<file path="config.mk">
export PLATFORM = sky130hd
export DESIGN_NAME = time_syn_calc
export DESIGN_NICKNAME = d
export VERILOG_FILES = /design/src/rtl/time_syn_calc.sv
export SDC_FILE = /design/constraint.sdc
export NUM_CORES = 2
export LEC_CHECK = 0
export CORE_MARGIN = 2
export CORE_UTILIZATION = 53
export CTS_BUF_LIST = sky130_fd_sc_hd__clkbuf_16
export DETAILED_ROUTE_END_ITERATION = 12
export GPL_TIMING_DRIVEN = 0
export HOLD_SLACK_MARGIN = 0.02
export PLACE_DENSITY = 0.86
export SYNTH_ARGS = -nofsm -noshare
export SYNTH_HDL_FRONTEND = slang
export SYNTH_SLANG_ARGS = --single-unit
</file>
<file path="constraint.sdc">
create_clock -name i_clk -period 21.6 [get_ports i_clk]
set_clock_uncertainty 0.15 [all_clocks]
set_input_delay 6.48 -clock i_clk [delete_from_list [all_inputs] [get_ports i_clk]]
set_output_delay 6.48 -clock i_clk [all_outputs]
set_load 0.01 [all_outputs]
</file>
<file path="src/rtl/time_syn_calc.sv">
// Slave-side time synchronisation: request/response exchange with the master,
// round-trip delay measurement and correction of the free-running local time.
module time_syn_calc #(
    parameter logic [63:0] P_TICK    = 64'd8,
    parameter logic [31:0] P_TIMEOUT = 32'd100000
) (
    input  logic        i_clk,
    input  logic        i_rst,
    input  logic        i_syn_start,
    input  logic [63:0] i_recv_std_time,
    input  logic        i_recv_std_valid,
    input  logic [63:0] i_recv_return_ts,
    input  logic        i_recv_return_valid,
    output logic        o_req_valid,
    output logic [63:0] o_req_ts,
    input  logic        i_req_ready,
    output logic [63:0] o_local_time,
    output logic [63:0] o_link_delay,
    output logic        o_syn_done,
    output logic        o_syn_err
);

    typedef enum logic [2:0] {
        S_IDLE,
        S_SEND_REQ,
        S_WAIT_RESP,
        S_CALC,
        S_ADJUST
    } state_e;

    state_e      state_q;
    logic [63:0] local_time_q;
    logic [63:0] req_ts_q;
    logic [63:0] t2_q;
    logic [63:0] ts_std_q;
    logic [63:0] echo_q;
    logic [63:0] t3_q;
    logic [63:0] delay_q;
    logic [63:0] link_delay_q;
    logic [31:0] tmo_cnt_q;
    logic        std_flag_q;
    logic        ret_flag_q;
    logic        req_valid_q;
    logic        done_q;
    logic        err_q;

    logic [31:0] tmo_cnt_d;
    logic        both_seen_d;
    logic [63:0] delay_d;
    logic [63:0] adj_time_d;

    always_comb begin
        tmo_cnt_d   = tmo_cnt_q + 32'd1;
        // A strobe arriving this cycle counts as already seen.
        both_seen_d = (std_flag_q | i_recv_std_valid) & (ret_flag_q | i_recv_return_valid);
        delay_d     = (t3_q - req_ts_q) >> 1;
        // Master time plus path delay plus time elapsed locally since t2 arrived.
        adj_time_d  = t2_q + delay_q + (local_time_q - ts_std_q) + P_TICK;
    end

    always_ff @(posedge i_clk or posedge i_rst) begin
        if (i_rst) begin
            state_q      <= S_IDLE;
            local_time_q <= '0;
            req_ts_q     <= '0;
            t2_q         <= '0;
            ts_std_q     <= '0;
            echo_q       <= '0;
            t3_q         <= '0;
            delay_q      <= '0;
            link_delay_q <= '0;
            tmo_cnt_q    <= '0;
            std_flag_q   <= 1'b0;
            ret_flag_q   <= 1'b0;
            req_valid_q  <= 1'b0;
            done_q       <= 1'b0;
            err_q        <= 1'b0;
        end else begin
            done_q       <= 1'b0;
            err_q        <= 1'b0;
            local_time_q <= local_time_q + P_TICK;
            case (state_q)
                S_IDLE: begin
                    if (i_syn_start) begin
                        req_ts_q    <= local_time_q;
                        std_flag_q  <= 1'b0;
                        ret_flag_q  <= 1'b0;
                        req_valid_q <= 1'b1;
                        state_q     <= S_SEND_REQ;
                    end
                end
                S_SEND_REQ: begin
                    if (req_valid_q && i_req_ready) begin
                        req_valid_q <= 1'b0;
                        tmo_cnt_q   <= '0;
                        state_q     <= S_WAIT_RESP;
                    end
                end
                S_WAIT_RESP: begin
                    if (i_recv_std_valid) begin
                        t2_q       <= i_recv_std_time;
                        ts_std_q   <= local_time_q;
                        std_flag_q <= 1'b1;
                    end
                    if (i_recv_return_valid) begin
                        echo_q     <= i_recv_return_ts;
                        t3_q       <= local_time_q;
                        ret_flag_q <= 1'b1;
                    end
                    if (both_seen_d) begin
                        state_q <= S_CALC;
                    end else if (tmo_cnt_d == P_TIMEOUT) begin
                        err_q   <= 1'b1;
                        state_q <= S_IDLE;
                    end else begin
                        tmo_cnt_q <= tmo_cnt_d;
                    end
                end
                S_CALC: begin
                    if (echo_q != req_ts_q) begin
                        err_q   <= 1'b1;
                        state_q <= S_IDLE;
                    end else begin
                        delay_q <= delay_d;
                        state_q <= S_ADJUST;
                    end
                end
                S_ADJUST: begin
                    local_time_q <= adj_time_d;
                    link_delay_q <= delay_q;
                    done_q       <= 1'b1;
                    state_q      <= S_IDLE;
                end
                default: state_q <= S_IDLE;
            endcase
        end
    end

    assign o_req_valid  = req_valid_q;
    assign o_req_ts     = req_ts_q;
    assign o_local_time = local_time_q;
    assign o_link_delay = link_delay_q;
    assign o_syn_done   = done_q;
    assign o_syn_err    = err_q;

endmodule

</file>
-- Word level (Yosys, flattened, before mapping)
Cells that the tools add are included.
- register bits: 550
- input bits: 134
- output and inout port bits: 195
- logic and storage cells: 77
- add/sub/neg operators: 7
- eq/ne operators: 13
- mux-type cells: 24
- bitwise gates (word level): 4
- reduce and logical (&&, ||, !) cells: 14
- operator list (kind ; count):
    adder 64 x 4 -> 64 bit (second input constant) ; 2
    subtractor 64 bit ; 2
    two-way mux 32 bit ; 3
    adder 64 x 63 -> 64 bit ; 1
    adder 64 bit ; 1
    two-way mux 64 bit ; 1
    != test 64 bit ; 1
    one-hot mux 32 bit (2 select lines) ; 1
    adder 32 x 1 -> 32 bit (second input constant) ; 1
    equality test 32 x 17 -> 1 bit (second input constant) ; 1
    two-way mux 3 bit ; 5
    != test 2 bit (second input constant) ; 6
    one-hot mux 3 bit (4 select lines) ; 1
    AND reduction 3 bit ; 4
    two-way mux 1 bit ; 9
    one-hot mux 1 bit (2 select lines) ; 4
    AND reduction 2 bit ; 4
    equality test 3 x 2 -> 1 bit (second input constant) ; 2
    nonzero test 2 bit ; 3
    AND reduction 4 bit ; 1
    equality test 3 x 1 -> 1 bit (second input constant) ; 1
    equality test 3 bit (second input constant) ; 1
    logical NOT 3 bit ; 1
    != test 3 bit (second input constant) ; 1
    other kinds (4) ; 5

-- Logic depth before layout (Yosys ltp)
- depth in word-level cells: 5
- depth in mapped cells: 20
- gate-level depth less buffers: 20

-- Least setup slack after synthesis
Ideal clock, no wire load.
- kind: input -> register
- start point: input port i_recv_return_valid
- end point: register echo_q[0]
- arrival: 7.690 ns
- required time: 21.325 ns
- path slack: 13.635 ns
- stages: 5
- cell sequence: and2_1 clkbuf_1 clkbuf_1 clkbuf_1 mux2_2
- cells in the longest elaborated chain, start to end: 1
- RTL lines (element ; line ; text):
    from (decl) ; 13 ; input logic i_recv_return_valid,
    AND reduction 2 bit (no line) ; - ;
    to (signal assigned) ; 106 ; echo_q <= i_recv_return_ts;
    to (decl) ; 36 ; logic [63:0] echo_q;
Every way passes these cells.
A chain may end at the register's enable or synchronous reset.

-- Worst setup path in the final report
- start point: input port i_recv_std_valid
- end point: register ts_std_q[4]
- cells in the longest elaborated chain, start to end: 1
- RTL lines (element ; line ; text):
    from (decl) ; 11 ; input logic i_recv_std_valid,
    AND reduction 2 bit (no line) ; - ;
    to (signal assigned) ; 102 ; ts_std_q <= local_time_q;
    to (decl) ; 35 ; logic [63:0] ts_std_q;
Every way passes these cells.

==> results by group <==
Placement
  – GP Congestion: 0.9804
  – I/O Buffers: roughly 330
  – DP Cell Count: 4618
  – Final HPWL DP: 81.89 mm

Synthesis
  – Synthesized area: 33880 um^2
  – Sequential share of the synthesized area: 40.62%
  – Avg Synthesized Cell Area: between 9 and 10 um^2
  – Synthesis-stage register bit count: 550
  – Post-synth EDFFs: 0
  – Ys flop type: dfrtp_1
  – Post-synth ARST share: between 90% and 100%
  – Syn Nets: a little under 4000
  – Yosys cell types: 73
  – Gate count of the mapped netlist: ~3400
  – Synth warnings: 0

Power and ir drop
  – Internal Power: about 3.2 mW
  – Combinational power share: 61.7%
  – P per Cell Area: 151.2 nW/um^2
  – NetSw: 2.878 mW
  – Power after layout: roughly 6 mW
  – Pleak: approximately 19 nW
  – Switching share of power: 47.09%
  – Seq pwr share: 21.7%
  – Peak supply drop: around 0.11 mV
  – Clock network power share: 16.6%

Worst setup path
  – CP max stage delay: between 900 and 1000 ps
  – Internal reg-to-reg setup slack: 15100 ps
  – Crit path DAT: 9910 ps
  – Crit Path Max Fanout: 10
  – Setup Crit Path Kind: in2reg
  – Critical Path Source Type: primary input
  – R2R cell count: 15
  – Worst reg2reg endpoint: o_local_time[63]
  – Worst Setup End Kind: flip-flop
  – Most used cell, CP: clkbuf_1
  – Critical-path top delay cell: clkbuf_1
  – Worst r2r src: o_local_time[31]
  – Required @ worst endpoint: 21990 ps
  – CP cell instances: clkdlybuf4s50_1, and2_1, clkbuf_1, buf_8, clkbuf_1, clkbuf_1, nand2_1, o21ai_0

Clock network
  – CTS max path bufs: 3
  – # Post-CTS Setup Buffers: 0
  – CTS sink cnt: 550
  – Clk Latency, worst-skew pair: 640 ps
  – Hold buffer count at cts: 0
  – H-tree depth: 2
  – Post_cts resized: 0
  – Root buffer cell: clkbuf_16
  – CTS tree: done
  – Reg clk slew, reported paths: approximately 60 ps
  – Total CTS buffers: 59

Outcome
  – Failing checks: max-capacitance violations, max-slew violations
  – Status: finished, violations left

Layout
  – Fill cells: 4983
  – Final non-filler cell total: 4726
  – Commonest non-fill, non-tap cell in the layout: dfrtp_1
  – Commonest non-fill, non-tap cells in the layout: dfrtp_1 (550), nand2_1 (526), clkdlybuf4s50_1 (327)
  – Post-layout util: 63.94%
  – Share of cells above drive strength 1: 10.19%
  – Nets@finish: 4286
  – Synthesis-to-layout area growth: 19.25%

STA
  – Final min period: around 9500 ps
  – Max Slew Vio Count: 12
  – RSZ-0062 raised after global routing: false
  – Setup tns final: 0 ps
  – Fmax: 105.0 MHz
  – Final hold violation count: 0
  – Crit share post-route: 44.10%
  – Slew @ Worst Pin: 1538 ps
  – Setup-failing EPs final: 0
  – Relative slew slack: -2.526%

Die
  – I/O Pins: 329
  – Core footprint: 63200 um^2
  – DIE AREA: 65970 um^2
  – Initial Util: ~54%
  – Die Ht: 256.8 um
  – Die Wd: 256.8 um
  – Number of cell rows: 92

Global routing
  – Initial antenna violation count: 3
  – Remaining global-route overflow: 0
  – Number of global-route vias before repair: ~28000
  – Largest net degree at the start of global routing: 44
  – First-pass GRT wire length: 164.2 mm
  – All-Layer GR Usage: 32.28%

Route
  – DRC: 0
  – Drt wl/cell: 22.62 um
  – Via count: 28160
  – WL final: 106.9 mm
  – DR vias/cell: 5.959
  – Antenna-violating nets left: 0
  – DR pass1 iterations: 5
  – DRT iter0 DRCs: around 3100

Worst hold path
  – Hold path start: o_link_delay[50]
  – Min-Delay Endpoint: o_link_delay[50]
  – WHS Path Cells: 2
  – Hold/Removal Path Class: reg2reg

Run
  – MaxCap Viol Count: 1
-- worst max-delay path, delay by kind of cell --
family          cells  cell delay, ps
buf+inv             5            3030
simple gates        2             260
compound gates      1             120
-- synth_stat cells (16+ instances only) --
cell type | n | area share, %
o21ai_1 | 36 | 0.53
a21o_1 | 74 | 1.6
nand2b_1 | 22 | 0.41
dfrtp_1 | 550 | 41
nand2_1 | 526 | 5.8
o21bai_1 | 32 | 0.71
xnor2_1 | 110 | 2.8
nor4_1 | 23 | 0.42
o21ai_0 | 274 | 4.0
nor2_1 | 106 | 1.2
xor2_1 | 138 | 3.6
o31ai_1 | 27 | 0.60
a21oi_1 | 171 | 2.5
nand3_1 | 54 | 0.80
a211oi_1 | 16 | 0.35
inv_1 | 216 | 2.4
a31oi_1 | 20 | 0.37
and2_1 | 23 | 0.42
clkbuf_1 | 140 | 1.6
nor3_1 | 31 | 0.46
ha_1 | 192 | 7.1
mux2_2 | 250 | 8.3
nor2b_1 | 26 | 0.48
fa_1 | 126 | 7.4
nand4_1 | 60 | 1.1
and3_1 | 32 | 0.59
-- cell type report --
| type | count | area [um^2] | area share, % |
|---|---|---|---|
| clock buffer | 61 | 1526 | 3.778 |
| buffer | 169 | 686.9 | 1.700 |
| tap | 846 | 1059 | 2.620 |
| sequential | 550 | 13760 | 34.06 |
| clock inverter | 43 | 350.3 | 0.8671 |
| timing repair buffer | 343 | 3576 | 8.850 |
| inverter | 217 | 818.3 | 2.025 |
| antenna | 3 | 7.507 | 0.01858 |
| multi-input combinational | 2494 | 18620 | 46.08 |
-- cells by family (layout without fill, tap and decap cells) --
group / Yosys count / in the layout / share of synthesized area, %
XOR/XNOR: 248 / 248 / 6.411
flip-flops: 550 / 550 / 40.62
AO/OA/AOI/OAI: 734 / 734 / 12.98
buffers and inverters: 386 / 833 / 4.431
adder cells (fa/ha/maj): 318 / 318 / 14.53
AND/OR/NAND/NOR: 941 / 941 / 12.64
multiplexers: 252 / 252 / 8.368
other: 1 / 4 / 0.01107
-- power groups by stage --
stage	Combinational, mW	Sequential, mW	Clock, mW
6_report	3.77	1.32	1.01
5_1_grt	4.15	1.34	1.07
4_1_cts	3.67	1.32	1.02
3_5_place_dp	3.62	1.34	0
3_3_place_gp	3.55	1.33	0
2_1_floorplan	2.69	1.30	0
-- metrics by stage --
stage | hold slack, ps | area, um^2 | setup slack [ps]
after floorplan | 311.7 | 33890 | 7486
after global placement | 309.4 | 38220 | 3904
after detailed placement | 311.3 | 38510 | 11460
after CTS | 325.8 | 40390 | 12110
after global routing | 348.9 | 40400 | 11960
final | 320.4 | 40410 | 12070
-- worst max path at each step --
stage                startpoint               end  slack (ps)  depth (start not counted)
2_1_floorplan             i_rst        delay_q[0]        7490                          1
3_3_place_gp              i_rst  o_link_delay[38]        3900                          2
3_5_place_dp   i_recv_std_valid       ts_std_q[5]       11460                          8
6_report       i_recv_std_valid       ts_std_q[4]       12070                          8
5_1_grt        i_recv_std_valid          t2_q[61]       11960                          7
4_1_cts        i_recv_std_valid       ts_std_q[5]       12110                          8
-- state kept, by name, indices dropped and copies added, names as in the netlist --
name / count
o_syn_done: 1
t3_q: 64
t2_q: 64
ret_flag_q: 1
state_q: 3
tmo_cnt_q: 32
ts_std_q: 64
o_syn_err: 1
o_req_valid: 1
o_req_ts: 64
o_local_time: 64
o_link_delay: 63
echo_q: 64
std_flag_q: 1
delay_q: 63
-- routing by layer --
layer	wire [um]	global-route usage, %	share of wire, %	vias up
met5	0	0	0	-
met4	4074	11.51	3.8	0
met2	47850	49.55	45	1280
li1	-	-	-	12580
met1	45420	46.03	42	14080
met3	9544	5.902	8.9	225
Power figures use the tool's default switching activity.
